<file path="src/rtl/io_bus_pkg.sv">
`default_nettype none
// ============================================================================
//  Module   : io_bus_pkg
//  Purpose  : Shared encodings for the data-bus read interconnect: FSM state
//             codes, status register bit layout and the abort read value.
//  Revision : 1.0  initial release
// ============================================================================
package io_bus_pkg;

  // FSM state encoding, explicit 2-bit width
  typedef logic [1:0] state_t;
  localparam state_t ST_IDLE  = 2'd0;
  localparam state_t ST_WAIT  = 2'd1;
  localparam state_t ST_ABORT = 2'd2;

  // Status register layout: {coll_count[5:0], coll_flag, timeout_err}
  localparam int STATUS_TERR_BIT = 0;
  localparam int STATUS_COLL_BIT = 1;
  localparam int STATUS_CNT_LSB  = 2;

  // Value returned to the core when a hung access is aborted
  localparam logic [7:0] ABORT_DATA = 8'hFF;

  // Collision counter saturation point
  localparam logic [5:0] COLL_CNT_MAX = 6'd63;

  // Assemble the status byte from its fields
  function automatic logic [7:0] pack_status(input logic [5:0] cnt,
                                             input logic       coll,
                                             input logic       terr);
    return {cnt, coll, terr};
  endfunction

endpackage
`default_nettype wire

</file>
<file path="src/rtl/io_bus_ctrl_if.sv">
`default_nettype none
// ============================================================================
//  Module   : io_bus_ctrl_if
//  Purpose  : Bundle of core-side and peripheral-side bus signals around the
//             read interconnect. The controller uses the slave view; the
//             core/peripheral side (or a bench) uses the master view.
//  Revision : 1.0  initial release
// ============================================================================
interface io_bus_ctrl_if #(
  parameter int NR_OF_BUSSES_IN   = 4,
  parameter int BUS_ADDR_DATA_LEN = 14
);

  logic [BUS_ADDR_DATA_LEN-1:0]   addr;
  logic                           rd;
  logic                           wr;
  logic [7:0]                     bus_in;
  logic [NR_OF_BUSSES_IN-1:0]     slave_req;
  logic [NR_OF_BUSSES_IN*8-1:0]   slave_data;
  logic [NR_OF_BUSSES_IN-1:0]     slave_stall;
  logic [7:0]                     bus_out;
  logic                           stall;
  logic                           timeout_err;
  logic [BUS_ADDR_DATA_LEN-1:0]   err_addr;

  modport master (
    output addr, rd, wr, bus_in, slave_req, slave_data, slave_stall,
    input  bus_out, stall, timeout_err, err_addr
  );

  modport slave (
    input  addr, rd, wr, bus_in, slave_req, slave_data, slave_stall,
    output bus_out, stall, timeout_err, err_addr
  );

endinterface
`default_nettype wire

</file>
<file path="src/rtl/io_bus_prio_sel.sv">
`default_nettype none
// ============================================================================
//  Module   : io_bus_prio_sel
//  Purpose  : Combinational priority selector. Picks the lowest-index slave
//             with its request bit set, flags when more than one slave
//             claims the address at once.
//  Revision : 1.0  initial release
// ============================================================================
module io_bus_prio_sel #(
  parameter int NR_OF_BUSSES_IN = 4
) (
  input  wire logic [NR_OF_BUSSES_IN-1:0]   req,
  input  wire logic [NR_OF_BUSSES_IN*8-1:0] data,
  output logic                              valid,
  output logic                              collision,
  output logic [7:0]                        sel_data
);

  // Scan from highest to lowest index so the lowest set bit wins last
  always_comb begin
    valid    = 1'b0;
    sel_data = 8'h00;
    for (int i = NR_OF_BUSSES_IN - 1; i >= 0; i--) begin
      if (req[i]) begin
        valid    = 1'b1;
        sel_data = data[i*8 +: 8];
      end
    end
  end

  // Clearing the lowest set bit leaves something only if two or more were set
  always_comb begin
    collision = |(req & (req - NR_OF_BUSSES_IN'(1)));
  end

endmodule
`default_nettype wire

</file>
<file path="src/rtl/io_bus_ctrl.sv">
`default_nettype none
// ============================================================================
//  Module   : io_bus_ctrl
//  Purpose  : Data-bus read interconnect between the core and N peripherals.
//             Priority-selects one slave, registers read data, merges stalls,
//             aborts hung accesses via a stall watchdog and exposes a status
//             register with W1C fields.
//  Revision : 1.0  initial release
// ============================================================================
module io_bus_ctrl
  import io_bus_pkg::*;
#(
  parameter int                           NR_OF_BUSSES_IN   = 4,
  parameter int                           BUS_ADDR_DATA_LEN = 14,
  parameter logic [BUS_ADDR_DATA_LEN-1:0] STATUS_ADDRESS    = 'h3F0,
  parameter int                           TIMEOUT_WIDTH     = 8
) (
  input wire logic     clk,
  input wire logic     rst,
  io_bus_ctrl_if.slave bus
);

  localparam logic [TIMEOUT_WIDTH-1:0] C_CNT_MAX = '1;

  state_t                         r_state;
  state_t                         w_next_state;
  logic [TIMEOUT_WIDTH-1:0]       r_cnt;

  logic [7:0]                     r_bus_out;
  logic                           r_timeout_err;
  logic [BUS_ADDR_DATA_LEN-1:0]   r_err_addr;
  logic                           r_coll_flag;
  logic [5:0]                     r_coll_cnt;

  logic                           w_stall;
  logic                           w_capture;
  logic                           w_abort;
  logic                           w_sel_valid;
  logic                           w_sel_coll;
  logic [7:0]                     w_sel_data;
  logic                           w_status_hit;
  logic [7:0]                     w_rd_data;
  logic                           w_coll_event;
  logic                           w_status_wr;

  io_bus_prio_sel #(
    .NR_OF_BUSSES_IN (NR_OF_BUSSES_IN)
  ) u_prio_sel (
    .req       (bus.slave_req),
    .data      (bus.slave_data),
    .valid     (w_sel_valid),
    .collision (w_sel_coll),
    .sel_data  (w_sel_data)
  );

  // FSM state register
  always_ff @(posedge clk or posedge rst) begin
    if (rst) r_state <= ST_IDLE;
    else     r_state <= w_next_state;
  end

  // FSM next-state: enter WAIT on a stalled access, abort once the counter
  // has reached its limit and the slave is still stalling
  always_comb begin
    w_next_state = r_state;
    case (r_state)
      ST_IDLE:  if (w_stall && (bus.rd || bus.wr)) w_next_state = ST_WAIT;
      ST_WAIT: begin
        if (!w_stall)              w_next_state = ST_IDLE;
        else if (r_cnt == C_CNT_MAX) w_next_state = ST_ABORT;
      end
      ST_ABORT: w_next_state = ST_IDLE;
      default:  w_next_state = ST_IDLE;
    endcase
  end

  // FSM outputs: merged stall, read-completion strobe and abort strobe
  always_comb begin
    w_stall   = 1'b0;
    w_capture = 1'b0;
    w_abort   = 1'b0;
    case (r_state)
      ST_IDLE, ST_WAIT: begin
        w_stall   = |bus.slave_stall;
        w_capture = !w_stall && bus.rd;
      end
      ST_ABORT: w_abort = 1'b1;
      default: ;
    endcase
  end

  // Stall watchdog: starts at 1 on entering WAIT, saturates, cleared on exit
  always_ff @(posedge clk or posedge rst) begin
    if (rst) begin
      r_cnt <= '0;
    end else if (r_state == ST_IDLE && w_next_state == ST_WAIT) begin
      r_cnt <= TIMEOUT_WIDTH'(1);
    end else if (r_state == ST_WAIT && w_next_state == ST_WAIT) begin
      if (r_cnt != C_CNT_MAX) r_cnt <= r_cnt + TIMEOUT_WIDTH'(1);
    end else begin
      r_cnt <= '0;
    end
  end

  // Read data source: status register beats any slave claiming the address
  always_comb begin
    w_status_hit = (bus.addr == STATUS_ADDRESS);
    if (w_status_hit)     w_rd_data = pack_status(r_coll_cnt, r_coll_flag, r_timeout_err);
    else if (w_sel_valid) w_rd_data = w_sel_data;
    else                  w_rd_data = 8'h00;
    w_coll_event = w_capture && !w_status_hit && w_sel_coll;
    w_status_wr  = bus.wr && !bus.rd && w_status_hit && !w_stall;
  end

  // Read data register: only completed reads or aborts update it
  always_ff @(posedge clk or posedge rst) begin
    if (rst)            r_bus_out <= 8'h00;
    else if (w_abort)   r_bus_out <= ABORT_DATA;
    else if (w_capture) r_bus_out <= w_rd_data;
  end

  // Timeout flag and faulting address; a new abort outranks a W1C clear
  always_ff @(posedge clk or posedge rst) begin
    if (rst) begin
      r_timeout_err <= 1'b0;
      r_err_addr    <= '0;
    end else if (w_abort) begin
      r_timeout_err <= 1'b1;
      r_err_addr    <= bus.addr;
    end else if (w_status_wr && bus.bus_in[STATUS_TERR_BIT]) begin
      r_timeout_err <= 1'b0;
    end
  end

  // Collision flag and saturating count; a new collision outranks a W1C clear
  always_ff @(posedge clk or posedge rst) begin
    if (rst) begin
      r_coll_flag <= 1'b0;
      r_coll_cnt  <= 6'd0;
    end else if (w_coll_event) begin
      r_coll_flag <= 1'b1;
      if (r_coll_cnt != COLL_CNT_MAX) r_coll_cnt <= r_coll_cnt + 6'd1;
    end else if (w_status_wr && bus.bus_in[STATUS_COLL_BIT]) begin
      r_coll_flag <= 1'b0;
      r_coll_cnt  <= 6'd0;
    end
  end

  // Stall is combinational, so gate it with reset to keep it low during reset
  assign bus.stall       = w_stall && !rst;
  assign bus.bus_out     = r_bus_out;
  assign bus.timeout_err = r_timeout_err;
  assign bus.err_addr    = r_err_addr;

endmodule
`default_nettype wire

</file>
<file path="src/flat_wrapper.sv">
// flat-port wrapper written by rule: the top's interface ports become plain ports
module io_bus_ctrl_flat import io_bus_pkg::*;
#(
  parameter int                           NR_OF_BUSSES_IN   = 4,
  parameter int                           BUS_ADDR_DATA_LEN = 14,
  parameter logic [BUS_ADDR_DATA_LEN-1:0] STATUS_ADDRESS    = 'h3F0,
  parameter int                           TIMEOUT_WIDTH     = 8
)
  (clk, rst, bus_addr, bus_rd, bus_wr, bus_bus_in, bus_slave_req, bus_slave_data, bus_slave_stall, bus_bus_out, bus_stall, bus_timeout_err, bus_err_addr);
  io_bus_ctrl_if #(.NR_OF_BUSSES_IN(NR_OF_BUSSES_IN), .BUS_ADDR_DATA_LEN(BUS_ADDR_DATA_LEN)) bus_i ();
  input wire logic clk;
  input wire logic rst;
  input wire logic [$bits(bus_i.addr)-1:0] bus_addr;
  input wire logic [$bits(bus_i.rd)-1:0] bus_rd;
  input wire logic [$bits(bus_i.wr)-1:0] bus_wr;
  input wire logic [$bits(bus_i.bus_in)-1:0] bus_bus_in;
  input wire logic [$bits(bus_i.slave_req)-1:0] bus_slave_req;
  input wire logic [$bits(bus_i.slave_data)-1:0] bus_slave_data;
  input wire logic [$bits(bus_i.slave_stall)-1:0] bus_slave_stall;
  output wire logic [$bits(bus_i.bus_out)-1:0] bus_bus_out;
  output wire logic [$bits(bus_i.stall)-1:0] bus_stall;
  output wire logic [$bits(bus_i.timeout_err)-1:0] bus_timeout_err;
  output wire logic [$bits(bus_i.err_addr)-1:0] bus_err_addr;
  assign bus_i.addr = bus_addr;
  assign bus_i.rd = bus_rd;
  assign bus_i.wr = bus_wr;
  assign bus_i.bus_in = bus_bus_in;
  assign bus_i.slave_req = bus_slave_req;
  assign bus_i.slave_data = bus_slave_data;
  assign bus_i.slave_stall = bus_slave_stall;
  assign bus_bus_out = bus_i.bus_out;
  assign bus_stall = bus_i.stall;
  assign bus_timeout_err = bus_i.timeout_err;
  assign bus_err_addr = bus_i.err_addr;
  io_bus_ctrl #(.NR_OF_BUSSES_IN(NR_OF_BUSSES_IN), .BUS_ADDR_DATA_LEN(BUS_ADDR_DATA_LEN), .STATUS_ADDRESS(STATUS_ADDRESS), .TIMEOUT_WIDTH(TIMEOUT_WIDTH)) u_core (.clk(clk), .rst(rst), .bus(bus_i));
endmodule
</file>
<file path="config.mk">
export PLATFORM = sky130hd
export DESIGN_NAME = io_bus_ctrl_flat
export DESIGN_NICKNAME = d
export VERILOG_FILES = /design/src/rtl/io_bus_pkg.sv /design/src/rtl/io_bus_ctrl_if.sv /design/src/rtl/io_bus_prio_sel.sv /design/src/rtl/io_bus_ctrl.sv /design/src/flat_wrapper.sv
export SDC_FILE = /design/constraint.sdc
export NUM_CORES = 1
export LEC_CHECK = 0
export BUFFER_PORTS_ARGS = -buffer_cell sky130_fd_sc_hd__buf_2
export CAP_MARGIN = 15
export CORE_AREA = 2 2 74 76
export CTS_CLUSTER_SIZE = 28
export DETAILED_ROUTE_END_ITERATION = 10
export DIE_AREA = 0 0 76 78
export PLACE_DENSITY = 0.83
export SYNTH_ARGS = -nofsm -noshare
export SYNTH_HDL_FRONTEND = slang
export SYNTH_SLANG_ARGS = --single-unit
</file>
<file path="constraint.sdc">
create_clock -name clk -period 1.56 [get_ports clk]
set_input_delay 0.234 -clock clk [delete_from_list [all_inputs] [get_ports clk]]
set_output_delay 0.234 -clock clk [all_outputs]
set_load 0.02 [all_outputs]
</file>
# After elaboration in Yosys (flattened, before gate mapping)
# Cells that the tools add are included.
# word_totals
regBits	40
inputBits	66
output_inout_bits	24
word_cells	75
# classes
add_sub_neg	3
eq_ne	9
muxes	29
bitwise_logic	1
reduce_logical	26
# op_table
operator	count
2-to-1 mux 8 bit	11
2-to-1 mux 6 bit	3
== test 14 x 10 -> 1 bit (second input constant)	1
logical AND 1 bit	12
2-to-1 mux 1 bit	11
adder 8 x 1 -> 8 bit (second input constant)	1
== test 8 bit (second input constant)	1
inequality test 8 bit (second input constant)	1
OR reduction 4 bit	2
adder 6 x 1 -> 6 bit (second input constant)	1
2-to-1 mux 2 bit	3
inequality test 6 bit (second input constant)	1
nonzero test 2 bit	3
zero test 1 bit	5
bitwise AND 4 bit	1
== test 2 x 1 -> 1 bit (second input constant)	2
one-hot mux 2 bit (2 select lines)	1
subtractor 4 x 1 -> 4 bit (second input constant)	1
inequality test 3 x 2 -> 1 bit (second input constant)	1
== test 2 bit (second input constant)	1
zero test 2 bit	1
inequality test 2 bit (second input constant)	1
AND reduction 2 bit	1
OR reduction 2 bit	1
logical OR 1 bit	1

# Depth between registers and ports, before layout
# depth
ltp_word	10
ltp_mapped	7
ltp_nobuf	6

# By module
# From an unflattened synthesis, not the netlist that was laid out.
# hier_totals
cells_unflattened	249
hier_area_um2	2173.3
# modules_own_cells
module	instances	cells_per_inst	area_each_um2	seq_area_each_um2
io_bus_ctrl	1	212	1935.6	1001.0
io_bus_prio_sel	1	37	237.7	0.0

# Least setup slack after synthesis
# Ideal clock, no wire load.
# synth_timing
path_type	input to register
start	input port bus_addr[1]
end	register u_core.r_coll_flag
setup_ns	0.121
t_arrival_ns	1.620
required_ns	1.439
setup_slack_ns	-0.181
path_stages	5
path_buffers	1
path_cell_list	or4b_4 nor4_4 buf_6 nand4_4 a22o_1
# synth_between
elab_chain_cells	5
word_cells_on_any_way	9
classes_between	eq/ne (1); mux (1); reduce/logical (7)
# synth_rtl
item	line	rtl
from (decl)	flat_wrapper.sv:13	input wire logic [$bits(bus_i.addr)-1:0] bus_addr;
== test 14 x 10 -> 1 bit (*)	io_bus_ctrl.sv:107	w_status_hit = (bus.addr == STATUS_ADDRESS);
zero test 1 bit / logical AND 1 bit (equally long branches)	io_bus_ctrl.sv:111, io_bus_ctrl.sv:112	
logical AND 1 bit, on equally long branches	io_bus_ctrl.sv:111, io_bus_ctrl.sv:112	
logical AND 1 bit, on equally long branches	io_bus_ctrl.sv:111, io_bus_ctrl.sv:143	
2-to-1 mux 1 bit / nonzero test 2 bit (equally long branches)	--	
to (signal assigned)	io_bus_ctrl.sv:138	r_coll_flag <= 1'b0;
to (signal assigned)	io_bus_ctrl.sv:141	r_coll_flag <= 1'b1;
to (signal assigned)	io_bus_ctrl.sv:144	r_coll_flag <= 1'b0;
to (decl)	io_bus_ctrl.sv:32	logic r_coll_flag;
# Every way passes the cells marked *; elsewhere a longest branch is shown, timed or not.
# A chain may end at the register's enable or synchronous reset.

# Worst setup path after layout
# layout_timing
start	input port bus_addr[3]
end	register u_core.r_coll_cnt[0]
# layout_between
elab_chain_cells	6
word_cells_on_any_way	11
classes_between	eq/ne (2); mux (1); reduce/logical (8)
# layout_rtl
item	line	rtl
== test 14 x 10 -> 1 bit (*)	io_bus_ctrl.sv:107	
zero test 1 bit / logical AND 1 bit (equally long branches)	io_bus_ctrl.sv:111, io_bus_ctrl.sv:112	
logical AND 1 bit, on equally long branches	io_bus_ctrl.sv:111, io_bus_ctrl.sv:112	
logical AND 1 bit, on equally long branches	io_bus_ctrl.sv:111, io_bus_ctrl.sv:143	
inequality test 2 bit (no line) / nonzero test 2 bit (equally long branches)	--	
AND reduction 2 bit (no line)	--	
to (signal assigned)	io_bus_ctrl.sv:142	if (r_coll_cnt != COLL_CNT_MAX) r_coll_cnt <= r_coll_cnt + 6'd1;
to (decl)	io_bus_ctrl.sv:33	logic [5:0] r_coll_cnt;
# Marked as above.

==> impl_metrics.env <==
export IMPL_synthSimpleGateAreaFrac=0.240
export IMPL_layout_commonest_cell="buf_2"
export IMPL_first_global_vias=2022
export IMPL_critPathKind="primary input to flip-flop"
export IMPL_rows=26
export IMPL_hp_class="primary input to flip-flop"
export IMPL_worstHoldPathCells=2
export IMPL_setup_viol_count_final=15
export IMPL_crit_slowest_cell="or4b_4"
export IMPL_mostFrequentLayoutCells="81 x buf_2, 40 x dfrtp_1, 27 x nor2_1, 24 x buf_4, 19 x nand2_1"
export IMPL_cpPeakStageDelay_ns=0.54
export IMPL_routed_wl_um=5740
export IMPL_gp_congestion=0.882
export IMPL_p_per_area_nw_per_um2=888
export IMPL_crit_required_ns=1.76
export IMPL_fin_area_um2=2960
export IMPL_finalSetupTns_ns=-0.591
export IMPL_p_leak_nw=1.54
export IMPL_core_area_um2=5040
export IMPL_status="finished, violations left"
export IMPL_cts_tree="done"
export IMPL_dieWidth_um=76
export IMPL_finalClockSkew_ns=0.00533
export IMPL_synthCells=207
export IMPL_grt_use_total=0.194
export IMPL_nNetsFinal=380
export IMPL_synthDistinctLibCells=44
export IMPL_synth_area_um2=2130
export IMPL_htreeDepth=2
export IMPL_start_util=0.423
export IMPL_violations="setup timing"
export IMPL_die_area_um2=5930
export IMPL_drtIter0Drc=106
export IMPL_clock_latency_ns=0.28
export IMPL_cts_buffer_depth=2
export IMPL_crit_path_max_fanout=5
export IMPL_die_h_um=78
export IMPL_hold_viol_final=0
export IMPL_drv_cap=0
export IMPL_grt_max_degree=25
export IMPL_max_freq_ghz=0.608
export IMPL_drc=0
export IMPL_numCtsBuffers=5
export IMPL_rr_worst_depth=5
export IMPL_finalWorstSetupSlack_ns=-0.0853
export IMPL_wl_per_cell_um=15.0
export IMPL_critPathCaptureType="flip-flop"
export IMPL_synth_async_reset_ratio=1.00
export IMPL_dp_cells=369
export IMPL_tightest_slew_ns=0.573
export IMPL_grt_pass1_wl_um=9340
export IMPL_synth_nets=275
export IMPL_synth_edf_count=0
export IMPL_hpwl_um=4340
export IMPL_drive_above_1_share=0.484
export IMPL_synth_compound_area_share=0.129
export IMPL_crit_path_start_kind="primary input"
export IMPL_fin_crit_ns=1.65
export IMPL_path_cells="buf_6 -> or4b_4 -> nor4_4 -> buf_4 -> and2b_4 -> nand3_4 -> mux2i_1"
export IMPL_fin_crit_sh=1.05
export IMPL_final_cells=382
export IMPL_maxSlewViolCount=0
export IMPL_clkSlewWorstSetupHoldPaths_ns=0.07
export IMPL_cts_sink_count=40
export IMPL_areaGrowthSynthToFinish_pct=38.8
export IMPL_crit_arrival_ns=1.85
export IMPL_drtAntennaViolNets=0
export IMPL_yosys_warnings=0
export IMPL_ys_flop_type="dfrtp_1"
export IMPL_synth_top_family_by_area="simple AND/OR/NAND/NOR gates"
export IMPL_fill_cells=425
export IMPL_maxSlewHeadroom=0.617
export IMPL_n_antenna_cell=0
export IMPL_first_pass_iters=5
export IMPL_antenna_found_initial=0
export IMPL_syn_avg_cell_area_um2=10.3
export IMPL_rsz0062_at_grt="true"
export IMPL_root_buffer="clkbuf_8"
export IMPL_peakVddDrop_mv=0.480
export IMPL_synthXorXnorAreaFrac=0.0288
export IMPL_dpl_cell_area_um2=2740
export IMPL_grt_ovfl_total=0
export IMPL_synth_fa_ha_area_frac=0.0164
export IMPL_port_buffers=83
export IMPL_vias=2026
export IMPL_synthMuxAreaShare=0.0880
export IMPL_ys_seq_area_frac=0.469
export IMPL_ys_ff_latch=40
export IMPL_ios=90
export IMPL_viasPerCell=5.30
export IMPL_power_w=0.00263
## sequential cells by signal (all words and copies together), names as in the netlist
signal                  cells
u_core.bus.err_addr        14
u_core.bus.bus_out          8
u_core.r_cnt                8
u_core.r_coll_cnt           6
u_core.r_state              2
u_core.bus.timeout_err      1
u_core.r_coll_flag          1
## critical path, delay by kind of cell
kind / cells / cell delay, ns
and+or+nand+nor: 4 / 1.14
muxes: 1 / 0.19
buffers and inverters: 2 / 0.27
## cell usage after synthesis (3+ instances only)
cell type,count,area [um2]
nor2_1,29,109
inv_1,3,11.3
clkbuf_1,8,30.0
a21oi_1,3,15.0
nand3_1,4,20.0
o31ai_1,9,67.6
xnor2_1,3,26.3
xor2_1,4,35.0
a221oi_1,16,140
dfrtp_1,40,1000
mux2_2,14,158
nor2b_1,13,81.3
mux2i_1,3,30.0
nand2_1,19,71.3
## kinds of logic after synthesis
kind of cell | Yosys count
mux | 17
simple gates | 91
xor+xnor | 7
fa+ha+maj | 3
flops | 40
compound gates | 35
buf+inv | 14
## where the power goes
part	internal [W]	total, W	switching, W
sequential	0.00118	0.00127	0.0000915
combinational	0.000347	0.000722	0.000375
clock	0.000304	0.000636	0.000333
total	0.00183	0.00263	0.000799
## layer usage
layer	track usage	vias up	part of all wire	wire length, um
met5	0	-	0	0
met4	0.0455	0	0.011	63
met3	0.0488	8	0.052	296
met2	0.337	64	0.53	3020
met1	0.244	991	0.41	2360
li1	-	963	-	-
## stage by stage
stage | utilization | setup WS [ns] | hold WS [ns]
floorplan | - | -0.148 | 0.386
global placement | 0.543 | -0.365 | 0.283
detailed placement | 0.543 | -0.428 | 0.284
CTS | 0.569 | -0.106 | 0.172
global route | 0.587 | -0.232 | 0.168
finish | 0.587 | -0.0853 | 0.176
## path summary, 6_finish.rpt
path	start	end	slack, ns
setup / recovery	bus_addr[3]	u_core.r_coll_cnt[0]	-0.09
hold / removal	bus_addr[3]	u_core.bus.err_addr[3]	0.18
setup reg to reg	u_core.r_state[1]	u_core.bus.bus_out[2]	-0.03
hold reg to reg	u_core.bus.err_addr[6]	u_core.bus.err_addr[6]	0.51
max in group asynchronous	rst	u_core.r_cnt[0]	0.76
min in group asynchronous	rst	u_core.r_coll_cnt[5]	0.52
## timing repair
action,in CTS,in global routing
hold buffers,1,0
resized for setup,8,10
pin swaps,5,4
gates cloned,0,0
buffers inserted,0,5
hold endpoints to repair,16,0
setup endpoints to repair,16,18
## layout make-up
| cell class | instances | area, um2 | share of cell area |
|---|---|---|---|
| Inverter | 3 | 11.3 | 0.00381 |
| Clock buffer | 6 | 72.6 | 0.0245 |
| Multi-Input combinational cell | 153 | 1150 | 0.389 |
| Timing Repair Buffer | 109 | 629 | 0.213 |
| Clock inverter | 1 | 5.00 | 0.00169 |
| Sequential cell | 40 | 1000 | 0.338 |
| Tap cell | 70 | 87.6 | 0.0296 |
Power figures use the tool's default switching activity.
